## src/rtl/alu_exec.sv

```systemverilog
// Execute stage: single-cycle logic/arith (result in cycle N+1, one op per cycle) and 8-step shift-add
// multiply / restoring divide (write-back in cycle N+W+1); o_ready is low while an iterative op is in flight.
module alu_exec #(
    parameter int DATA_WIDTH = 8,
    parameter int ADDR_WIDTH = 5
) (
    input  logic                  i_CLK,
    input  logic                  i_RST,
    input  logic                  i_valid,
    output logic                  o_ready,
    input  logic [3:0]            i_op,
    input  logic [ADDR_WIDTH-1:0] i_rd,
    input  logic [DATA_WIDTH-1:0] i_a,
    input  logic [DATA_WIDTH-1:0] i_b,
    output logic [ADDR_WIDTH-1:0] o_wb_reg,
    output logic [DATA_WIDTH-1:0] o_wb_data,
    output logic [3:0]            o_flags,
    output logic                  o_div0,
    output logic                  o_illegal
);
    localparam int W  = DATA_WIDTH;
    localparam int CW = $clog2(W + 1);

    typedef enum logic [1:0] {S_IDLE, S_MUL, S_DIV, S_WB} state_t;
    state_t state, state_nx;

    logic [3:0]            op_q;
    logic [ADDR_WIDTH-1:0] rd_q;
    logic [W-1:0]          a_q, b_q;
    logic [2*W-1:0]        acc, acc_nx;
    logic [CW-1:0]         cnt;
    logic                  accept, last_iter;

    logic [W:0]            wide_s;
    logic [W-1:0]          res_s;
    logic                  c_s, v_s;
    logic [3:0]            flags_s;

    logic [W-1:0]          mul_add;
    logic [W:0]            mul_sum;
    logic [W:0]            div_hi;
    logic [W+1:0]          div_trial;
    logic [W-1:0]          res_m;
    logic [3:0]            flags_m;

    assign o_ready   = (state == S_IDLE);
    assign accept    = i_valid && o_ready;
    assign last_iter = (cnt == CW'(1));

    always_comb begin
        state_nx = state;
        case (state)
            S_IDLE: begin
                if (accept && i_op[3] && !i_op[2]) begin
                    state_nx = i_op[1] ? S_DIV : S_MUL;
                end
            end
            S_MUL, S_DIV: begin
                if (last_iter) begin
                    state_nx = S_WB;
                end
            end
            default: state_nx = S_IDLE;
        endcase
    end

    always_comb begin
        wide_s = '0;
        res_s  = '0;
        c_s    = 1'b0;
        v_s    = 1'b0;
        case (i_op)
            4'd0: begin
                wide_s = {1'b0, i_a} + {1'b0, i_b};
                res_s  = wide_s[W-1:0];
                c_s    = wide_s[W];
                v_s    = (i_a[W-1] == i_b[W-1]) && (res_s[W-1] != i_a[W-1]);
            end
            4'd1: begin
                wide_s = {1'b0, i_a} - {1'b0, i_b};
                res_s  = wide_s[W-1:0];
                c_s    = wide_s[W];
                v_s    = (i_a[W-1] != i_b[W-1]) && (res_s[W-1] != i_a[W-1]);
            end
            4'd2: res_s = i_a & i_b;
            4'd3: res_s = i_a | i_b;
            4'd4: res_s = i_a ^ i_b;
            4'd5: begin
                res_s = {i_a[W-2:0], 1'b0};
                c_s   = i_a[W-1];
            end
            4'd6: begin
                res_s = {1'b0, i_a[W-1:1]};
                c_s   = i_a[0];
            end
            4'd7: res_s = i_b;
            default: res_s = '0;
        endcase
        flags_s = {res_s[W-1], v_s, c_s, ~|res_s};
    end

    // acc holds {partial product, multiplier} for MUL and {remainder, quotient} for DIV.
    always_comb begin
        mul_add   = acc[0] ? a_q : '0;
        mul_sum   = {1'b0, acc[2*W-1:W]} + {1'b0, mul_add};
        div_hi    = acc[2*W-1:W-1];
        div_trial = {1'b0, div_hi} - {2'b00, b_q};
        if (state == S_MUL) begin
            acc_nx = {mul_sum, acc[W-1:1]};
        end else if (div_trial[W+1]) begin
            acc_nx = {div_hi[W-1:0], acc[W-2:0], 1'b0};
        end else begin
            acc_nx = {div_trial[W-1:0], acc[W-2:0], 1'b1};
        end
        res_m   = op_q[0] ? acc_nx[2*W-1:W] : acc_nx[W-1:0];
        flags_m = {res_m[W-1], 1'b0, (op_q == 4'd8) && (|acc_nx[2*W-1:W]), ~|res_m};
    end

    always_ff @(posedge i_CLK) begin
        if (i_RST) begin
            state     <= S_IDLE;
            op_q      <= '0;
            rd_q      <= '0;
            a_q       <= '0;
            b_q       <= '0;
            acc       <= '0;
            cnt       <= '0;
            o_wb_reg  <= '0;
            o_wb_data <= '0;
            o_flags   <= '0;
            o_div0    <= 1'b0;
            o_illegal <= 1'b0;
        end else begin
            state     <= state_nx;
            o_wb_reg  <= '0;
            o_wb_data <= '0;
            o_div0    <= 1'b0;
            o_illegal <= 1'b0;
            case (state)
                S_IDLE: begin
                    if (accept) begin
                        op_q <= i_op;
                        rd_q <= i_rd;
                        a_q  <= i_a;
                        b_q  <= i_b;
                        if (!i_op[3]) begin
                            o_wb_reg  <= i_rd;
                            o_wb_data <= (i_rd != '0) ? res_s : '0;
                            o_flags   <= flags_s;
                        end else if (i_op[2]) begin
                            o_illegal <= 1'b1;
                        end else begin
                            acc <= {{W{1'b0}}, (i_op[1] ? i_a : i_b)};
                            cnt <= CW'(W);
                        end
                    end
                end
                S_MUL, S_DIV: begin
                    acc <= acc_nx;
                    cnt <= cnt - CW'(1);
                    if (last_iter) begin
                        o_wb_reg  <= rd_q;
                        o_wb_data <= (rd_q != '0) ? res_m : '0;
                        o_flags   <= flags_m;
                        o_div0    <= (state == S_DIV) && (b_q == '0);
                    end
                end
                default: ;
            endcase
        end
    end
endmodule

```

## config.mk

```make
export PLATFORM = sky130hd
export DESIGN_NAME = alu_exec
export DESIGN_NICKNAME = d
export VERILOG_FILES = /design/src/rtl/alu_exec.sv
export SDC_FILE = /design/constraint.sdc
export NUM_CORES = 1
export LEC_CHECK = 0
export BUFFER_PORTS_ARGS = -buffer_cell sky130_fd_sc_hd__buf_2
export CAP_MARGIN = 30
export CORE_ASPECT_RATIO = 0.5
export CORE_UTILIZATION = 61
export DETAILED_ROUTE_END_ITERATION = 6
export GPL_ROUTABILITY_DRIVEN = 0
export GPL_TIMING_DRIVEN = 0
export PLACE_DENSITY = 0.78
export RECOVER_POWER = 50
export SLEW_MARGIN = 15
export SYNTH_ARGS = -nofsm -noshare
export SYNTH_HDL_FRONTEND = slang
export SYNTH_SLANG_ARGS = --single-unit
```

## constraint.sdc

```tcl
create_clock -name i_CLK -period 2.9 [get_ports i_CLK]
set_input_delay 0.29 -clock i_CLK [delete_from_list [all_inputs] [get_ports i_CLK]]
set_output_delay 0.29 -clock i_CLK [all_outputs]
set_load 0.02 [all_outputs]
```

==> flow_metrics.env <==
export IMPL_met1_usage_pct=51.30
export IMPL_antenna_cells=0
export IMPL_cap_violations=0
export IMPL_post_place_ws_ns=-0.3263
export IMPL_synthTopCellsByCount="nand2_1, a21oi_1, nor2_1, dfxtp_1, inv_1"
export IMPL_slowest_stage="a2111oi_4"
export IMPL_first_pass_iters=6
export IMPL_regMostFlops="acc"
export IMPL_dpl_hpwl_um=12330
export IMPL_setup_viol=1
export IMPL_cts_sinks=66
export IMPL_cts_root_buf="clkbuf_16"
export IMPL_tightestPinTransition_ns=0.6633
export IMPL_synthTopCellsByArea="dfxtp_1, ha_1, a21oi_1"
export IMPL_p_sw_w=0.001727
export IMPL_outcome="finished with violations"
export IMPL_grt_use_total_pct=37.63
export IMPL_period_minus_slack_ns=3.005
export IMPL_die_area_sq_mm=0.009212
export IMPL_die_w_um=134.7
export IMPL_synth_distinct_cells=89
export IMPL_p_total_w=0.004226
export IMPL_finalHoldViolCount=0
export IMPL_drc=0
export IMPL_critPathKind="flip-flop to flip-flop"
export IMPL_use_met2_pct=57.93
export IMPL_port_buffer_count=44
export IMPL_die_h_um=68.37
export IMPL_violations="negative setup slack"
export IMPL_p_sw_share_pct=40.87
export IMPL_largest_reg_flops=16
export IMPL_post_route_period_util_pct=103.6
export IMPL_max_stage_delay_ns=0.43
export IMPL_grt_busiest_layer="met2"
export IMPL_max_freq_mhz=332.8
export IMPL_synth_edff_count=0
export IMPL_final_core_util_pct=76.05
export IMPL_clk_pin_slew_ns=0.06
export IMPL_crit_family="compound AO/OA/AOI/OAI gates"
export IMPL_finalWirelength_um=17070
export IMPL_drt_wirelength_per_cell_um=19.27
export IMPL_cp_end_kind="flip-flop"
export IMPL_pwr_share_comb_pct=46.1
export IMPL_cts_path_max_buffers=2
export IMPL_ir_drop_mv=0.3867
export IMPL_rsz0062_at_grt="yes"
export IMPL_ios=48
export IMPL_grt_use_met3_pct=9.407
export IMPL_syn_area_sq_mm=0.005374
export IMPL_cp_num_buf_inv=2
export IMPL_skew_ns=0.009217
export IMPL_crit_chain="inv_1, ha_1, and3b_4, a21boi_4, a41oi_4, buf_4, a31oi_1, a22oi_2, nand4_1, a2111oi_4, nand2b_4"
export IMPL_rows=23
export IMPL_start_util_pct=65.07
export IMPL_synth_nets=784
export IMPL_drt_iter0_markers=535
export IMPL_via_count=5667
export IMPL_yosys_most_used_dff="dfxtp_1"
export IMPL_synthCells=705
export IMPL_synth_top_cell_area_share_pct=24.59
export IMPL_path_max_fanout=7
export IMPL_relSlewSlack_pct=55.54
export IMPL_ys_seq_elements=66
export IMPL_startpoint_type="flip-flop"
export IMPL_hp_class="input pin to flip-flop"
export IMPL_htree_levels=3
export IMPL_power_frac_seq_pct=26.9
export IMPL_ys_warn_count=0
export IMPL_seq_area_frac_synth_pct=24.59
export IMPL_critPathArrivalTime_ns=3.29
export IMPL_core_area_sq_mm=0.008259
export IMPL_yosysMostFrequentCell="nand2_1"
export IMPL_grt_max_degree=11
export IMPL_cts_buffers=9
export IMPL_internal_power_w=0.002499
export IMPL_overflow=0
export IMPL_grt_pass1_wl_um=26020
export IMPL_grt_pass1_vias=5084
export IMPL_leakage_nw=2.602
export IMPL_clock_latency_ns=0.34
export IMPL_drive_gt1_share_pct=15.25
export IMPL_power_frac_clock_pct=27.1
export IMPL_cp_required_ns=3.18
export IMPL_setup_slack_ns=-0.1046
export IMPL_syn_to_final_growth_pct=16.88
export IMPL_report_final_slew_viol_count=0
export IMPL_n_fill_cell=708
export IMPL_cts_tree="built"
export IMPL_grt_antenna_before_repair=0
export IMPL_nets=849
export IMPL_avgSynthCellArea_sq_um=7.623
export IMPL_ant_nets=0
export IMPL_power_density_mw_per_mm2=672.9
export IMPL_vias_per_cell=6.396
export IMPL_async_flop_share_pct=0
export IMPL_synth_top_area_cell="dfxtp_1"
-- worst register-to-register path, stage by stage, from the launching register on --
cell and delay [ns]:
dfxtp_2 0.37, inv_1 0.06, ha_1 0.36, and3b_4 0.23, a21boi_4 0.15, a41oi_4 0.32, buf_4 0.19, a31oi_1 0.11
a22oi_2 0.30, nand4_1 0.24, a2111oi_4 0.43, nand2b_4 0.20
-- timing repair --
item	in CTS	in global routing
resized for setup	20	23
endpoints found under the setup margin	4	5
buffers inserted	2	8
hold buffers	0	0
pin swaps	7	11
-- layout make-up --
cell class                 instances  area [sq um]  share of cell area, %
clock buffer                      13         270.3                  4.303
tap                              112         140.1                  2.231
timing repair buffer              54         270.3                  4.303
clock inverter                     2         35.03                 0.5578
buffer                            37         186.4                  2.968
inverter                          52         195.2                  3.108
sequential                        66          1328                  21.14
multi-input combinational        550          3856                  61.39
-- metal layers --
metal / wire [um] / vias to the layer above
li1: - / 2622
met1: 7523 / 2633
met2: 7141 / 357
met3: 1969 / 55
met4: 437 / 0
met5: 0 / -
-- cells by family after synthesis --
group	after synthesis	share of synthesized area [%]
xor+xnor	13	2.119
fa+ha+maj	51	12.43
mux	27	5.797
simple gates	260	22.65
compound gates	199	25.33
flops	66	24.59
buf+inv	89	7.078
-- metrics by stage --
stage / hold WS, ns / std cells / cell area (sq um) / setup TNS (ns)
6_report: 0.2120 / 886 / 6281 / -0.1046
5_1_grt: 0.2230 / 886 / 6281 / -0.1611
4_1_cts: 0.2149 / 878 / 6133 / 0
3_5_place_dp: 0.4436 / 861 / 5734 / -0.5218
3_3_place_gp: 0.4402 / 861 / 5734 / -0.4790
2_1_floorplan: 0.4260 / 705 / 5374 / 0
-- worst paths after layout --
path,cells after the start,to,slack [ns],from
worst min-delay path,3,rd_q[2]$_SDFFE_PP0P_,0.21,i_rd[2]
worst max-delay path,11,o_flags[0]$_SDFFE_PP0P_,-0.10,b_q[7]$_SDFFE_PP0P_
worst min register to register,2,a_q[6]$_SDFFE_PP0P_,0.45,a_q[6]$_SDFFE_PP0P_
worst max register to register,11,o_flags[0]$_SDFFE_PP0P_,-0.10,b_q[7]$_SDFFE_PP0P_
-- placed cells by master (no fill, tap or decap), types with 8 or more instances in the layout --
cell | Yosys | layout
a211oi_1 | 17 | 15
a21oi_1 | 78 | 75
a22oi_1 | 14 | 13
and2_1 | 11 | 10
buf_2 | 8 | 32
buf_4 | 1 | 11
clkbuf_1 | 22 | 42
clkbuf_16 | 0 | 9
dfxtp_1 | 66 | 63
ha_1 | 47 | 43
inv_1 | 51 | 51
mux2i_1 | 21 | 21
nand2_1 | 90 | 89
nand2b_1 | 11 | 10
nand3_1 | 8 | 8
nor2_1 | 78 | 77
nor2b_1 | 9 | 9
nor3_1 | 15 | 15
o21ai_0 | 20 | 19
xnor2_1 | 9 | 8
-- power by group through the flow --
| stage | clock (W) | sequential (W) | combinational [W] |
|---|---|---|---|
| floorplan | 0 | 0.00114 | 0.00118 |
| global placement | 0 | 0.00115 | 0.00162 |
| detailed placement | 0 | 0.00115 | 0.00164 |
| CTS | 0.00113 | 0.00113 | 0.00174 |
| global route | 0.00118 | 0.00115 | 0.00208 |
| finish | 0.00114 | 0.00114 | 0.00195 |
Note: power is estimated with default switching activity, not from simulation.
